## src/rtl/d_ff_pkg.sv

```systemverilog
// -----------------------------------------------------------------------------
// d_ff_pkg
//   Shared definitions for the D flip-flop input conditioning path.
//   - state_t : debouncer FSM states. The encoding is fixed: bit 1 is the
//               level currently presented on d_clean, and bit 0 marks a
//               pending change that is still being qualified.
//   - DEFAULT_SYNC_STAGES / DEFAULT_DEBOUNCE_CYCLES : default parameter values
//               for d_in_debouncer.
//   - state_level / state_busy : decode helpers for the encoding above.
// -----------------------------------------------------------------------------
package d_ff_pkg;

    typedef enum logic [1:0] {
        IDLE_LO = 2'd0,   // d_clean = 0, input agrees
        WAIT_HI = 2'd1,   // d_clean = 0, qualifying a rise
        IDLE_HI = 2'd2,   // d_clean = 1, input agrees
        WAIT_LO = 2'd3    // d_clean = 1, qualifying a fall
    } state_t;

    localparam int DEFAULT_SYNC_STAGES     = 2;
    localparam int DEFAULT_DEBOUNCE_CYCLES = 4;

    // Level that d_clean carries while the FSM sits in state s.
    function automatic logic state_level(state_t s);
        return s[1];
    endfunction

    // High while a candidate change is being qualified.
    function automatic logic state_busy(state_t s);
        return s[0];
    endfunction

endpackage : d_ff_pkg

```

## src/rtl/d_in_debouncer_sync_chain.sv

```systemverilog
// -----------------------------------------------------------------------------
// sync_chain
//   Multi-flop synchroniser bringing an asynchronous level into clk.
//   Parameters:
//     STAGES   number of flops in the chain (>= 2)
//   Ports:
//     clk      in   clock, rising edge
//     rst      in   synchronous active-high reset, clears the whole chain
//     d_async  in   asynchronous level input
//     d_sync   out  level after STAGES flops; the only copy safe to use
// -----------------------------------------------------------------------------
module sync_chain #(
    parameter int STAGES = 2
) (
    input  logic clk,
    input  logic rst,
    input  logic d_async,
    output logic d_sync
);

    logic [STAGES-1:0] chain;

    // NOTE: sequential state is always written with non-blocking assignments,
    // so every flop samples the pre-edge value of its neighbour and the chain
    // shifts by exactly one stage per edge.
    always_ff @(posedge clk) begin
        if (rst) begin
            chain <= '0;
        end else begin
            chain <= {chain[STAGES-2:0], d_async};
        end
    end

    assign d_sync = chain[STAGES-1];

endmodule : sync_chain

```

## src/rtl/d_in_debouncer.sv

```systemverilog
// -----------------------------------------------------------------------------
// d_in_debouncer
//   Conditions a raw, asynchronous, possibly bouncy level input before it
//   reaches the downstream D flip-flop. d_raw is synchronised into clk, then
//   every level change must be seen on DEBOUNCE_CYCLES consecutive enabled
//   samples before it is accepted onto d_clean. Accepted changes produce a
//   one-cycle rise or fall pulse.
//
//   Parameters:
//     SYNC_STAGES      synchroniser depth (>= 2)
//     DEBOUNCE_CYCLES  consecutive differing samples needed to accept (>= 1)
//
//   Ports:
//     clk      in   clock, all state updates on the rising edge
//     rst      in   synchronous active-high reset, overrides everything
//     en       in   filter enable; 0 freezes state, counter and d_clean
//     d_raw    in   raw asynchronous level
//     d_clean  out  debounced level (registered)
//     rise     out  one-cycle pulse when d_clean goes 0->1 (registered)
//     fall     out  one-cycle pulse when d_clean goes 1->0 (registered)
//     busy     out  1 while a candidate change is being qualified (registered)
//
//   Latency: with d_raw stable from sampling edge k, d_clean/rise/fall change
//   at edge k + SYNC_STAGES + DEBOUNCE_CYCLES - 1.
// -----------------------------------------------------------------------------
module d_in_debouncer
    import d_ff_pkg::*;
#(
    parameter int SYNC_STAGES     = DEFAULT_SYNC_STAGES,
    parameter int DEBOUNCE_CYCLES = DEFAULT_DEBOUNCE_CYCLES
) (
    input  logic clk,
    input  logic rst,
    input  logic en,
    input  logic d_raw,
    output logic d_clean,
    output logic rise,
    output logic fall,
    output logic busy
);

    // Wide enough to hold DEBOUNCE_CYCLES, although the counter itself never
    // goes past DEBOUNCE_CYCLES-1.
    localparam int CNT_W = $clog2(DEBOUNCE_CYCLES + 1);

    localparam logic [CNT_W-1:0] CNT_ONE  = CNT_W'(1);
    localparam logic [CNT_W-1:0] CNT_LAST = CNT_W'(DEBOUNCE_CYCLES - 1);

    // With a single-sample filter the first differing sample is accepted
    // immediately and the WAIT_* states are never entered.
    localparam bit SINGLE_SAMPLE = (DEBOUNCE_CYCLES == 1);

    // ------------------------------------------------------------------
    // Elaboration-time parameter checks
    // ------------------------------------------------------------------
    if (SYNC_STAGES < 2) begin : g_bad_sync_stages
        $error("d_in_debouncer: SYNC_STAGES must be >= 2 (got %0d)", SYNC_STAGES);
    end

    if (DEBOUNCE_CYCLES < 1) begin : g_bad_debounce_cycles
        $error("d_in_debouncer: DEBOUNCE_CYCLES must be >= 1 (got %0d)", DEBOUNCE_CYCLES);
    end

    // ------------------------------------------------------------------
    // Synchroniser: runs every cycle, independent of en
    // ------------------------------------------------------------------
    logic d_sync;

    sync_chain #(
        .STAGES (SYNC_STAGES)
    ) u_sync_chain (
        .clk     (clk),
        .rst     (rst),
        .d_async (d_raw),
        .d_sync  (d_sync)
    );

    // ------------------------------------------------------------------
    // Filter FSM with counter and registered outputs
    // ------------------------------------------------------------------
    state_t          state;
    logic [CNT_W-1:0] cnt;

    always_ff @(posedge clk) begin
        if (rst) begin
            state   <= IDLE_LO;
            cnt     <= '0;
            d_clean <= 1'b0;
            rise    <= 1'b0;
            fall    <= 1'b0;
            busy    <= 1'b0;
        end else begin
            // Pulses last exactly one cycle unless re-asserted below.
            rise <= 1'b0;
            fall <= 1'b0;

            // en=0: everything except the pulses simply holds.
            if (en) begin
                unique case (state)
                    IDLE_LO: begin
                        if (d_sync) begin
                            if (SINGLE_SAMPLE) begin
                                state   <= IDLE_HI;
                                d_clean <= 1'b1;
                                rise    <= 1'b1;
                                cnt     <= '0;
                                busy    <= 1'b0;
                            end else begin
                                state <= WAIT_HI;
                                cnt   <= CNT_ONE;
                                busy  <= 1'b1;
                            end
                        end
                    end

                    WAIT_HI: begin
                        if (!d_sync) begin
                            // Bounce: drop the candidate, start over.
                            state <= IDLE_LO;
                            cnt   <= '0;
                            busy  <= 1'b0;
                        end else if (cnt == CNT_LAST) begin
                            state   <= IDLE_HI;
                            d_clean <= 1'b1;
                            rise    <= 1'b1;
                            cnt     <= '0;
                            busy    <= 1'b0;
                        end else begin
                            cnt <= cnt + CNT_ONE;
                        end
                    end

                    IDLE_HI: begin
                        if (!d_sync) begin
                            if (SINGLE_SAMPLE) begin
                                state   <= IDLE_LO;
                                d_clean <= 1'b0;
                                fall    <= 1'b1;
                                cnt     <= '0;
                                busy    <= 1'b0;
                            end else begin
                                state <= WAIT_LO;
                                cnt   <= CNT_ONE;
                                busy  <= 1'b1;
                            end
                        end
                    end

                    WAIT_LO: begin
                        if (d_sync) begin
                            state <= IDLE_HI;
                            cnt   <= '0;
                            busy  <= 1'b0;
                        end else if (cnt == CNT_LAST) begin
                            state   <= IDLE_LO;
                            d_clean <= 1'b0;
                            fall    <= 1'b1;
                            cnt     <= '0;
                            busy    <= 1'b0;
                        end else begin
                            cnt <= cnt + CNT_ONE;
                        end
                    end

                    default: begin
                        // Unreachable with a 2-bit enum; recover to a known state.
                        state   <= IDLE_LO;
                        cnt     <= '0;
                        d_clean <= 1'b0;
                        busy    <= 1'b0;
                    end
                endcase
            end
        end
    end

endmodule : d_in_debouncer

```

## config.mk

```make
export PLATFORM = sky130hd
export DESIGN_NAME = d_in_debouncer
export DESIGN_NICKNAME = d
export VERILOG_FILES = /design/src/rtl/d_ff_pkg.sv /design/src/rtl/d_in_debouncer_sync_chain.sv /design/src/rtl/d_in_debouncer.sv
export SDC_FILE = /design/constraint.sdc
export NUM_CORES = 1
export LEC_CHECK = 0
export CORE_AREA = 2 2 39 41
export CTS_CLUSTER_SIZE = 14
export DETAILED_ROUTE_END_ITERATION = 16
export DIE_AREA = 0 0 41 43
export GPL_TIMING_DRIVEN = 0
export HOLD_SLACK_MARGIN = 0.05
export MAX_ROUTING_LAYER = met4
export PLACE_DENSITY = 0.58
export SYNTH_ARGS = -nofsm -noshare
export SYNTH_HDL_FRONTEND = slang
export SYNTH_SLANG_ARGS = --single-unit
```

## constraint.sdc

```tcl
create_clock -name clk -period 3.6 [get_ports clk]
set_clock_uncertainty 0.05 [all_clocks]
set_input_delay 0.72 -clock clk [delete_from_list [all_inputs] [get_ports clk]]
set_output_delay 0.72 -clock clk [all_outputs]
set_load 0.02 [all_outputs]
```

# Word level (Yosys, flattened, before mapping)
# Index checks and enable logic that the tools add are counted.
[op_classes] n_addsub=1 eq_ne=12 mux=25 bitwise=4 reduce_logical=7
[ops] op="$mux W3" count=5
[ops] op="$mux W2" count=6
[ops] op="$pmux W3 S4" count=1
[ops] op="$mux W1" count=10
[ops] op="$ne A2 B2 Y1 const B" count=4
[ops] op="$pmux W2 S4" count=1
[ops] op="$reduce_or A4 Y1" count=2
[ops] op="$reduce_and A6 Y1" count=1
[ops] op="$reduce_and A5 Y1" count=1
[ops] op="$eq A2 B2 Y1 const B" count=2
[ops] op="$ne A2 B1 Y1 const B" count=2
[ops] op="$not A1 Y1" count=4
[ops] op="$pmux W1 S4" count=1
[ops] op="$add A3 B1 Y3 const B" count=1
[ops] op="$eq A3 B2 Y1 const B" count=1
[ops] op="$ne A3 B2 Y1 const B" count=1
[ops] op="$ne A3 B3 Y1 const B" count=1
[ops] op="$reduce_and A3 Y1" count=1
[ops] op="$eq A2 B1 Y1 const B" count=1
[ops] op="$logic_not A2 Y1" count=1
[ops] op="$pmux W1 S2" count=1
[ops] op="$reduce_bool A2 Y1" count=1
[word_totals] regBits=11 input_bits=4 out_inout_bits=4 word_cells=56

# Logic depth before layout (Yosys ltp)
# Gate-level depths: netlist of run 1.
[logic_depth] depth_word=4 depth_mapped=4 ltp_nobuf=4

# Cells and area by module
# From an unflattened synthesis of run 1, not the netlist that was laid out.
[hier_totals] cells_unflattened=48 area_unflattened_um2=470.5
[by_module_without_submodules] module="d_in_debouncer" instances=1 cells_each=44 area_each_um2=417.9 seq_area_each_um2=180.2
[by_module_without_submodules] module="sync_chain" instances=1 cells_each=4 area_each_um2=52.6 seq_area_each_um2=40.0

# Worst setup path before layout of run 1
# Ideal clock, no wire load.
[synth_timing] path_kind="input -> register" from="in en" to="reg d_clean" setup_time_ns=0.074 arrival_time_ns=1.404 t_required_ns=3.476 path_slack_ns=2.071 stages=4 path_buffers=1 path_cell_list="buf_2 nand4b_1 nand3b_1 a31oi_1"
[synth_via] elab_chain_cells=1
[synth_lines] item="start, declared" line_no="d_in_debouncer.sv:34" text="input logic en,"
[synth_lines] item="$reduce_and A6 Y1 (no line)"
[synth_lines] item="end signal, assigned" line_no="d_in_debouncer.sv:88" text="d_clean <= 1'b0;"
[synth_lines] item="end signal, assigned" line_no="d_in_debouncer.sv:104" text="d_clean <= 1'b1;"
[synth_lines] item="end signal, assigned" line_no="d_in_debouncer.sv:124" text="d_clean <= 1'b1;"
[synth_lines] item="end, declared" line_no="d_in_debouncer.sv:36" text="output logic d_clean,"
# Every way passes these cells.
# A chain may end at the register's enable or synchronous reset.

# Worst setup path after layout of run 1
[layout_timing] from="reg busy" to="out busy"
[layout_lines] item="start, declared" line_no="d_in_debouncer.sv:39" text="output logic busy"
[layout_lines] item="start signal, assigned" line_no="d_in_debouncer.sv:91" text="busy <= 1'b0;"
[layout_lines] item="start signal, assigned" line_no="d_in_debouncer.sv:107" text="busy <= 1'b0;"
[layout_lines] item="start signal, assigned" line_no="d_in_debouncer.sv:111" text="busy <= 1'b1;"
# No word-level cell between the ends.

==> results of run 1 <==
## power breakdown
part	internal (mW)	total, mW	switching [mW]
combinational	0.00935	0.0191	0.00977
clock	0.0429	0.0850	0.0420
sequential	0.125	0.127	0.00231
total	0.177	0.231	0.0541
## per-stage QoR
step	cell area [µm²]	setup slack, ps
final	577	1600
after global routing	577	1530
after CTS	577	1590
after detailed placement	551	1590
after global placement	551	1580
after floorplan	470	2070
## state kept, by name, indices dropped and copies added, names as in the netlist, named ones only
register	count
state	1
u_sync_chain.chain	2
rise	1
cnt	3
fall	1
busy	1
d_clean	1
## cell families (layout without fill, tap and decap cells)
logic type,count (synthesis),count (layout)
compound gates,13,13
xor+xnor,1,1
fa+ha+maj,1,1
buf+inv,6,16
flops,11,11
mux,1,1
simple gates,15,15
## synthesized netlist by cell type, drive strengths merged
cell and instances:
dfxtp 11, a21oi 4, inv 3, nand2 3, nand2b 3, clkbuf 2, nand3b 2, nand4b 2
nor2b 2, o21ai 2, a211oi 1, a311oi 1, a31oi 1, buf 1, ha 1, mux2i 1
nor2 1, nor4 1, nor4b 1, o211ai 1, o21a 1, o21bai 1, o32ai 1, xor2 1
## layout make-up
class | instances | area, µm²
multi-input combinational | 31 | 225
clock buffer | 4 | 26.3
inverter | 3 | 11.3
sequential | 11 | 220
fill | 145 | 807
timing repair buffer | 6 | 60.1
buffer | 3 | 13.8
tap | 16 | 20.0
## per-layer routing
metal  vias to the layer above  GRT usage (%)  share of wire [%]
li1                        191              -                  -
met3                         3           6.28                4.7
met1                       170           15.5                 48
met2                         6           14.7                 45
met4                         0           8.00                2.1
met5                         -              -                  0
## worst max-delay path by stage
stage	endpoint	slack, ps	cells after the start
final	busy	1600	1
after floorplan	d_clean	2070	4
after global routing	d_clean	1530	1
after detailed placement	cnt[1]	1590	4
after global placement	cnt[1]	1580	4
after CTS	busy	1590	1
==> impl_metrics.toml, run 1 <==
[clock_tree]
cts_tree = "built"
clkLatencyLatePin_ps = 270
clock-sinks = 11
cts_buffers = 3
clk_pin_slew_worst_paths_ps = 70
h-tree-depth = 1
hold_buffers = 0
cts_setup_buffers = 0
root_buffer = "clkbuf_4"
cts_resized = 0
clockBufferDepth = 2

[route]
dr_total_vias = 370
finalWirelength_um = 792
wl_per_cell_um = 10.7
drtAntennaViolNets = 0
drt_iter0_drc = 4
first_pass_iters = 4
drcViolationCount = 0
via_per_inst = 5.00

[timing]
whs_ps = 399
worst_pin_slew_ps = 420
slew_headroom_pct = 72.0
slew_viol_final = 0
min_period_over_period_pct = 55.5
fmax_mhz = 501
finalCriticalPeriod_ps = 2000
finalHoldViolCount = 0
rsz0062_at_grt = "no"
finalSetupTns_ps = 0
setup_viol = 0

[synth]
synth_top_cell_by_area = "dfxtp_1"
synth-simple-area-share_pct = 20.5
ys_warn_count = 0
syn-cell-area_um2 = 470
synth_compound_area_share_pct = 19.1
ys_types = 26
synth_top_family_by_area = "simple AND/OR/NAND/NOR gates"
avgSynthCellArea_um2 = 9.80
synth_top_area_share_pct = 46.8
synth_nets = 53
synth.area.mux_share_pct = 2.13
synth_area_leaders = "dfxtp_1 47%, a21oi_1 4.3%, nand2b_1 4.0%"
ys_ff_latch = 11
seq_area_frac_synth_pct = 46.8
synthXorXnorAreaFrac_pct = 3.46
synthAdderAreaFrac_pct = 2.66
synth_cells = 48

[die]
floorplan.die.height_um = 43
die-area_mm2 = 0.00176
row_count = 14
coreArea_mm2 = 0.00138
pin_count = 8
start_util_pct = 34.0
die_w_um = 41

[critical_path]
crit_chain = "clkdlybuf4s50_1"
cp_num_buf_inv = 1
arrival_ps = 1230
crit_family = "buffers and inverters"
path_class = "reg -> out"
cp-end-kind = "output port"
cp.required_ps = 2830
regToRegStartpoint = "cnt[0]"
reg2reg_setup_slack_ps = 2280
crit_path_start_kind = "flip-flop"
timing.rr.end = "d_clean"
startpoint = "busy"
ff2ff_path_depth = 4
crit_slowest_cell = "clkdlybuf4s50_1"
cp_max_fo = 3
critPathMaxStageDelay_ps = 610

[placed_design]
dp_cells = 70
portBuffers = 6
gp_congestion = 0.765
post-dp-hpwl_um = 569

[min_path]
hold-path-cell-count = 1
hp-class = "reg -> reg"
hp-start = "u_sync_chain.chain[0]"
min_to = "u_sync_chain.chain[1]"

[grt]
grt_max_degree = 11
gr-total-overflow = 0
grt_pass1_wl_mm = 1.34
track_usage_pct = 12.2
antenna_found_initial = 0
grt_pass1_vias = 306

[layout]
post-route-util_pct = 41.7
antennaDiodeCount = 0
area_growth_pct = 22.6
final_common_cell = "dfxtp_1"
final_cell_mix = "11 x dfxtp_1, 6 x clkdlybuf4s50_1, 4 x a21oi_1"
nets = 64
layout-drive-gt1-share_pct = 13.8
stdcell_count = 74

[status]
run_status = "complete, no violations"

[run]
drv_cap = 0

[power_and_ir_drop]
power_uw = 231
ir_drop_mv = 0.211
power_density_mw_per_mm2 = 401
power.leakage_nw = 0.199
Power figures use the tool's default switching activity.
==> run 2: changes to the inputs <==
PLACE_DENSITY = 0.6   (was 0.58)
clock period = 1.8 ns   (was 3.6 ns; I/O delays follow)
==> run 2 against run 1 <==
  * Clock-buffer cell count unchanged
  * Die area unchanged
  * Clock power increased by 100%
  * Sequential power increased by 100%
  * Utilization unchanged
  * Global-route usage decreased by 1.3 points
  * Wire length increased by 1.8%
  * Via count decreased by 1.4%
  * Flip-flop and latch count unchanged
  * Hold slack got worse by 26 ps
  * Combinational power increased by 100%
  * Total power increased by 100%
  * Highest routed layer is now met3
==> impl_metrics.toml, run 2 (synthesized netlist as in run 1, its figures left out) <==
[status]
run_status = "complete, no violations"

[die]
coreArea_mm2 = 0.00138
die-area_mm2 = 0.00176
start_util_pct = 34.0
pin_count = 8
die_w_um = 41
floorplan.die.height_um = 43
row_count = 14

[clock_tree]
root_buffer = "clkbuf_4"
h-tree-depth = 1
hold_buffers = 0
cts_resized = 0
cts_buffers = 3
clk_pin_slew_worst_paths_ps = 70
clockBufferDepth = 2
clkLatencyLatePin_ps = 270
clock-sinks = 11
cts_tree = "built"
cts_setup_buffers = 0

[min_path]
hp-start = "en"
hp-class = "in -> reg"

[critical_path]
crit_chain = "clkdlybuf4s50_1"
startpoint = "busy"
regToRegStartpoint = "cnt[0]"
path_class = "reg -> out"
cp.required_ps = 1390
cp_max_fo = 3
crit_family = "buffers and inverters"
cp-end-kind = "output port"
arrival_ps = 1230
crit_slowest_cell = "clkdlybuf4s50_1"
cp_num_buf_inv = 1
critPathMaxStageDelay_ps = 610
crit_path_start_kind = "flip-flop"

[layout]
top_register = "cnt"
post-route-util_pct = 41.7
reg.largest.list = "cnt (3), u_sync_chain.chain (2)"
nets = 64
area_growth_pct = 22.6
final_cell_mix = "11 x dfxtp_1, 6 x clkdlybuf4s50_1, 4 x a21oi_1"
largest_reg_flops = 3
final_common_cell = "dfxtp_1"
design_area_um2 = 577
antennaDiodeCount = 0
layout-drive-gt1-share_pct = 13.8

[route]
drcViolationCount = 0
met3_length_um = 5
wl_per_cell_um = 10.9
dr_total_vias = 365
finalWirelength_um = 806
top_layer = "met3"
drt_iter0_drc = 5
via_per_inst = 4.93
wl_met1_um = 427
drtAntennaViolNets = 0
first_pass_iters = 4
dr_wl_met2_um = 373

[timing]
fmax_mhz = 609
rsz0062_at_grt = "no"
whs_ps = 372
slew_headroom_pct = 72.1
slew_viol_final = 0
finalHoldViolCount = 0
finalSetupTns_ps = 0
setup_viol = 0
worst_pin_slew_ps = 419
finalCriticalPeriod_ps = 1640
min_period_over_period_pct = 91.3

[power_and_ir_drop]
power_density_mw_per_mm2 = 803
power_uw = 463
power.leakage_nw = 0.199
ir_drop_mv = 0.376

[run]
drv_cap = 0

[grt]
grt_pass1_wl_mm = 1.21
track_usage_pct = 11.0
gr-total-overflow = 0
antenna_found_initial = 0
grt_pass1_vias = 299
grt_max_degree = 11

[placed_design]
gp_congestion = 0.760
placed_area_um2 = 551
portBuffers = 6
post-dp-hpwl_um = 561
run 2: cell counts in the layout (fill, tap and decap cells not counted):
Identical to the previous run, type by type.
run 2: routing by layer:
| metal | up-vias | GRT usage, % |
|---|---|---|
| li1 | 190 | - |
| met1 | 172 | 14.0 |
| met2 | 3 | 13.1 |
| met3 | 0 | 1.57 |
| met4 | 0 | 12.0 |
| met5 | - | - |
run 2: stage by stage:
step / cells / setup slack [ps]
4_1_cts: 74 / 142
6_report: 74 / 157
3_3_place_gp: 70 / 130
3_5_place_dp: 70 / 145
5_1_grt: 74 / 110
2_1_floorplan: 48 / 631
run 2: path summary, 6_finish.rpt:
path / endpoint / depth (start not counted) / slack (ps)
worst max-delay path: busy / 1 / 160
worst max register to register: d_clean / 4 / 490
worst min-delay path: busy / 2 / 370
worst min register to register: u_sync_chain.chain[1] / 1 / 400
run 2: report_power, final:
group	switching (mW)	internal [mW]	leakage (nW)
Sequential	0.00486	0.250	0.0894
Clock	0.0845	0.0858	0.0150
Combinational	0.0197	0.0186	0.0945
Total	0.109	0.354	0.199
run 2: final cells by class:
| class | count | area [µm²] |
|---|---|---|
| Fill cell | 143 | 807 |
| Multi-Input combinational cell | 31 | 225 |
| Sequential cell | 11 | 220 |
| Timing Repair Buffer | 6 | 60.1 |
| Clock buffer | 4 | 26.3 |
| Tap cell | 16 | 20.0 |
| Buffer | 3 | 13.8 |
| Inverter | 3 | 11.3 |
==> RTL change 1: new RTL, flow settings as in run 2 <==
Set the package constant `DEFAULT_DEBOUNCE_CYCLES` to 8 (it was 4).
--- a/src/rtl/d_ff_pkg.sv
+++ b/src/rtl/d_ff_pkg.sv
@@ -18,7 +18,7 @@
     } state_t;
 
     localparam int DEFAULT_SYNC_STAGES     = 2;
-    localparam int DEFAULT_DEBOUNCE_CYCLES = 4;
+    localparam int DEFAULT_DEBOUNCE_CYCLES = 8;
 
     // Level that d_clean carries while the FSM sits in state s.
     function automatic logic state_level(state_t s);
Check against the original RTL: not equivalent (a bounded check fails within 10 cycles, from zero or initial values and one cycle with rst high).
==> RTL change 1 against run 2 <==
- sequential cell count rose by 1
- die area did not move
- synthesized area rose by 21%
- hold slack improved by 0.016 ns
- largest power group unchanged
- cell area rose by 18%
- power rose by 2.0%
- maximum frequency rose by 0.76%
- routed wire length rose by 35%
- first-iteration DRC count rose by 40%
- setup slack improved by 0.012 ns
==> RTL change 1: results (changes against run 2) <==
result of the run=finished, final reports clean (unchanged); number of cells produced by synthesis=60 (was 48); final number of hold-violating endpoints=0 (unchanged); top area cells in the synthesized netlist=sky130_fd_sc_hd__dfxtp_1 (42%), sky130_fd_sc_hd__a21oi_1 (4.4%), sky130_fd_sc_hd__a32o_1 (3.5%) (was sky130_fd_sc_hd__dfxtp_1 (47%), sky130_fd_sc_hd__a21oi_1 (4.3%), sky130_fd_sc_hd__nand2b_1 (4.0%)); maximum number of pins on one net before global-route repair=11 (unchanged); H-tree Lvls=1 (unchanged); Worst-Skew Late Latency=0.27 ns (about the same); path class of the lowest-slack min-delay path=reg2reg (was in2reg); I/O Buffers=7 (was 6); cell types with the highest counts after synthesis=sky130_fd_sc_hd__dfxtp_1 (12), sky130_fd_sc_hd__a21oi_1 (5), sky130_fd_sc_hd__inv_1 (4), sky130_fd_sc_hd__o21ai_0 (4), sky130_fd_sc_hd__nor2_1 (3) (was sky130_fd_sc_hd__dfxtp_1 (11), sky130_fd_sc_hd__a21oi_1 (4), sky130_fd_sc_hd__inv_1 (3), sky130_fd_sc_hd__nand2b_1 (3)); Max IR drop VDD=0.000280 V (was 0.000376 V); final layout net count=77 (was 64); Placed Cells=83 (was 70); Tightest Pin Transition=0.455 ns (was 0.419 ns); routed length per placed instance=12.7 um (was 10.9 um); number of warnings reported in the yosys synthesis log=0 (unchanged); total vias in the final route=473 (was 365); kind of cell adding the most delay to the critical path=buffers and inverters (unchanged); layout cells sized above 1=14.3% (was 13.8%); library cell used as clock root buffer=sky130_fd_sc_hd__clkbuf_4 (unchanged); logic gate share of total power=7.9% (was 8.3%); Post CTS Setup Buffer Count=0 (unchanged); internal power=364 uW (was 354 uW); biggest regs=cnt (4), u_sync_chain.chain (2) (was cnt (3), u_sync_chain.chain (2)); antenna cell count=0 (unchanged); violation count after the first detailed-route iteration=7 (was 5); last weighted congestion value of the routability-driven placer=0.757 (was 0.760); total of max-cap violations=0 (unchanged); proportion of register bits with asynchronous set or reset after synthesis=0% (unchanged); worst-path maximum fanout=3 (unchanged); buffer levels on the longest clock path=2 (unchanged); antenna violations before repair=0 (unchanged); Net Count, Synth=65 (was 53); sequential element share of the synthesized area=42.2% (was 46.8%); total wirelength of the detailed-routed design=1090 um (was 806 um); Worst path slowest cell=sky130_fd_sc_hd__clkdlybuf4s50_1 (unchanged); worst setup slack after placement=-0.0553 ns (was 0.145 ns); global-route wire length before repair=1860 um (was 1210 um); global routing usage summed across all routing layers=16.7% (was 11.0%); power dissipated by switching net loads=109 uW (about the same); Fillers=140 (was 143); Clk pin slew, worst setup/hold paths=0.07 ns (about the same); static leakage power=0.000245 uW (was 0.000199 uW); Distinct cells, synth=29 (was 26); total placed instance area=659 um2 (was 551 um2); vias in the first global route=432 (was 299); number of buffers inserted during clock tree synthesis=3 (unchanged); final HPWL from detailed placement=757 um (was 561 um); Seq pwr share=57.8% (was 54.9%); number of search-and-repair iterations in the first detailed-routing pass=3 (was 4); arrival time worst endpoint=1.22 ns
## RTL change 1: cell count changes after synthesis, sizes merged, moves of 2 or more
cell | before | now
nand2b | 3 | 1
nor2 | 1 | 3
nand4b | 2 | 0
a32o | 0 | 2
o21ai | 2 | 4
and3b | 0 | 2
nand3 | 0 | 2
## RTL change 1: kinds of logic (layout without fill, tap and decap cells)
| kind of cell | Yosys count | after routing | share of synthesized area (%) |
|---|---|---|---|
| buffers and inverters | 7 | 17 | 4.83 |
| adder cells (fa/ha/maj) | 1 | 1 | 2.20 |
| XOR/XNOR | 1 | 1 | 2.86 |
| AND/OR/NAND/NOR | 20 | 20 | 23.1 |
| flip-flops | 12 | 12 | 42.2 |
| AO/OA/AOI/OAI | 19 | 19 | 24.8 |
## RTL change 1: area by class of cell
cell class / instances / area [um2] / share of cell area (%)
Inverter: 4 / 15.0 / 2.20
Buffer: 3 / 12.5 / 1.83
Sequential cell: 12 / 240 / 35.2
Clock buffer: 3 / 22.5 / 3.30
Multi-Input combinational cell: 41 / 302 / 44.2
Timing Repair Buffer: 7 / 70.1 / 10.3
Tap cell: 16 / 20.0 / 2.94
## RTL change 1: metal layers
layer  vias up  wire length, um  part of all wire (%)  GRT usage (%)
li1        246                -                     -              -
met1       217              546                    50           23.1
met2         6              470                    43           19.1
met3         4               33                   3.0           4.71
met4         0               38                   3.5           14.0
met5         -                0                     0              -
## RTL change 1: worst paths after layout
kind	from	end	slack, ns	cells past startpoint
setup / recovery	busy	busy	0.17	1
hold reg to reg	u_sync_chain.chain[0]	u_sync_chain.chain[1]	0.39	1
setup reg to reg	cnt[0]	d_clean	0.29	4
hold / removal	u_sync_chain.chain[0]	u_sync_chain.chain[1]	0.39	1
==> RTL change 2: new RTL, flow settings as in run 2 <==
Made on the original files. Add an input register stage for `en` and `d_raw`, without a reset; this delays them by one clock. Comments in the files are not updated.
--- a/src/rtl/d_in_debouncer.sv
+++ b/src/rtl/d_in_debouncer.sv
@@ -50,6 +50,14 @@
     // immediately and the WAIT_* states are never entered.
     localparam bit SINGLE_SAMPLE = (DEBOUNCE_CYCLES == 1);
 
+    logic en_q;
+    logic d_raw_q;
+
+    always_ff @(posedge clk) begin
+        en_q    <= en;
+        d_raw_q <= d_raw;
+    end
+
     // ------------------------------------------------------------------
     // Elaboration-time parameter checks
     // ------------------------------------------------------------------
@@ -71,7 +79,7 @@
     ) u_sync_chain (
         .clk     (clk),
         .rst     (rst),
-        .d_async (d_raw),
+        .d_async (d_raw_q),
         .d_sync  (d_sync)
     );
 
@@ -95,7 +103,7 @@
             fall <= 1'b0;
 
             // en=0: everything except the pulses simply holds.
-            if (en) begin
+            if (en_q) begin
                 unique case (state)
                     IDLE_LO: begin
                         if (d_sync) begin
Check against the original RTL: not equivalent (a bounded check fails within 4 cycles, from zero or initial values and one cycle with rst high).
==> RTL change 2 against run 2 <==
- cell area rose by 9.1%
- clock power hardly changed
- sequential cell count grew 2
- synthesized area is 9.0% higher
- routed wire length decreased by 0.50%
- power rose by 10%
- setup slack worse by 0.0023 ns
- via count is 8.5% higher
==> RTL change 2: results (changes against run 2) <==
crit path from=d_clean (was busy); internal power=401 uW (was 354 uW); final layout net count=69 (was 64); top area cells in the synthesized netlist=sky130_fd_sc_hd__dfxtp_1 (51%), sky130_fd_sc_hd__nand3b_1 (4.4%), sky130_fd_sc_hd__nand4_1 (3.7%) (was sky130_fd_sc_hd__dfxtp_1 (47%), sky130_fd_sc_hd__a21oi_1 (4.3%), sky130_fd_sc_hd__nand2b_1 (4.0%)); result of the run=finished, final reports clean (unchanged); count of sequential standard cells=13 (was 11); static leakage power=0.000229 uW (was 0.000199 uW); I/O Buffers=7 (was 6); layout cells sized above 1=7.94% (was 13.8%); total placed instance area=603 um2 (was 551 um2); Seq pwr share=59.2% (was 54.9%); Final clock-cell share=4.17% (was 4.56%); FF-to-FF Start=u_sync_chain.chain[1] (was cnt[0]); share of the synthesized area in compound gates (AO/OA/AOI/OAI)=13.7% (was 19.1%); fraction of area in non-clock buffers=12.5% (was 12.8%); last weighted congestion value of the routability-driven placer=0.783 (was 0.760); proportion of synthesized area in mux cells=1.95% (was 2.13%); Max IR drop VDD=0.000484 V (was 0.000376 V); path class of the lowest-slack min-delay path=reg2reg (was in2reg); cell types with the highest counts after synthesis=sky130_fd_sc_hd__dfxtp_1 (13), sky130_fd_sc_hd__inv_1 (4) (was sky130_fd_sc_hd__dfxtp_1 (11), sky130_fd_sc_hd__a21oi_1 (4), sky130_fd_sc_hd__inv_1 (3), sky130_fd_sc_hd__nand2b_1 (3)); area occupied by multi-input gates=229 um2 (was 225 um2); total vias in the final route=396 (was 365); logic gate share of total power=7.5% (was 8.3%); xor/xnor cell area share of the yosys netlist=3.17% (was 3.46%); Fillers=138 (was 143); adder and majority gate portion of the synthesized area=2.44% (was 2.66%); final HPWL from detailed placement=569 um (was 561 um); Net Count, Synth=57 (was 53); remaining max-slew budget at the tightest pin=71.8% (was 72.1%); global routing usage summed across all routing layers=11.4% (was 11.0%); sequential element share of the synthesized area=50.7% (was 46.8%); number of logic inverters in the finished layout=4 (was 3); total wirelength of the detailed-routed design=802 um (was 806 um)
==> RTL change 2: metrics by stage <==
step           hold WS (ns)  instances  utilization, %
6_report              0.392         79            45.5
5_1_grt               0.409         79            45.5
4_1_cts               0.393         79            45.5
3_5_place_dp          0.378         75            43.6
3_3_place_gp          0.367         75            43.6
2_1_floorplan         0.338         52               -
==> RTL change 2: worst paths after layout <==
| kind | to | slack [ns] | cells after the start |
|---|---|---|---|
| worst max-delay path | d_clean | 0.15 | 1 |
| worst min register to register | u_sync_chain.chain[0] | 0.39 | 1 |
| worst max register to register | cnt[1] | 0.48 | 3 |
| worst min-delay path | u_sync_chain.chain[0] | 0.39 | 1 |
==> RTL change 2: layer usage <==
metal	vias to the layer above	track usage, %	share of wire (%)
met5	-	-	0
met1	179	13.0	51
met2	9	14.4	43
li1	208	-	-
met4	0	4.00	0
met3	0	9.42	5.6
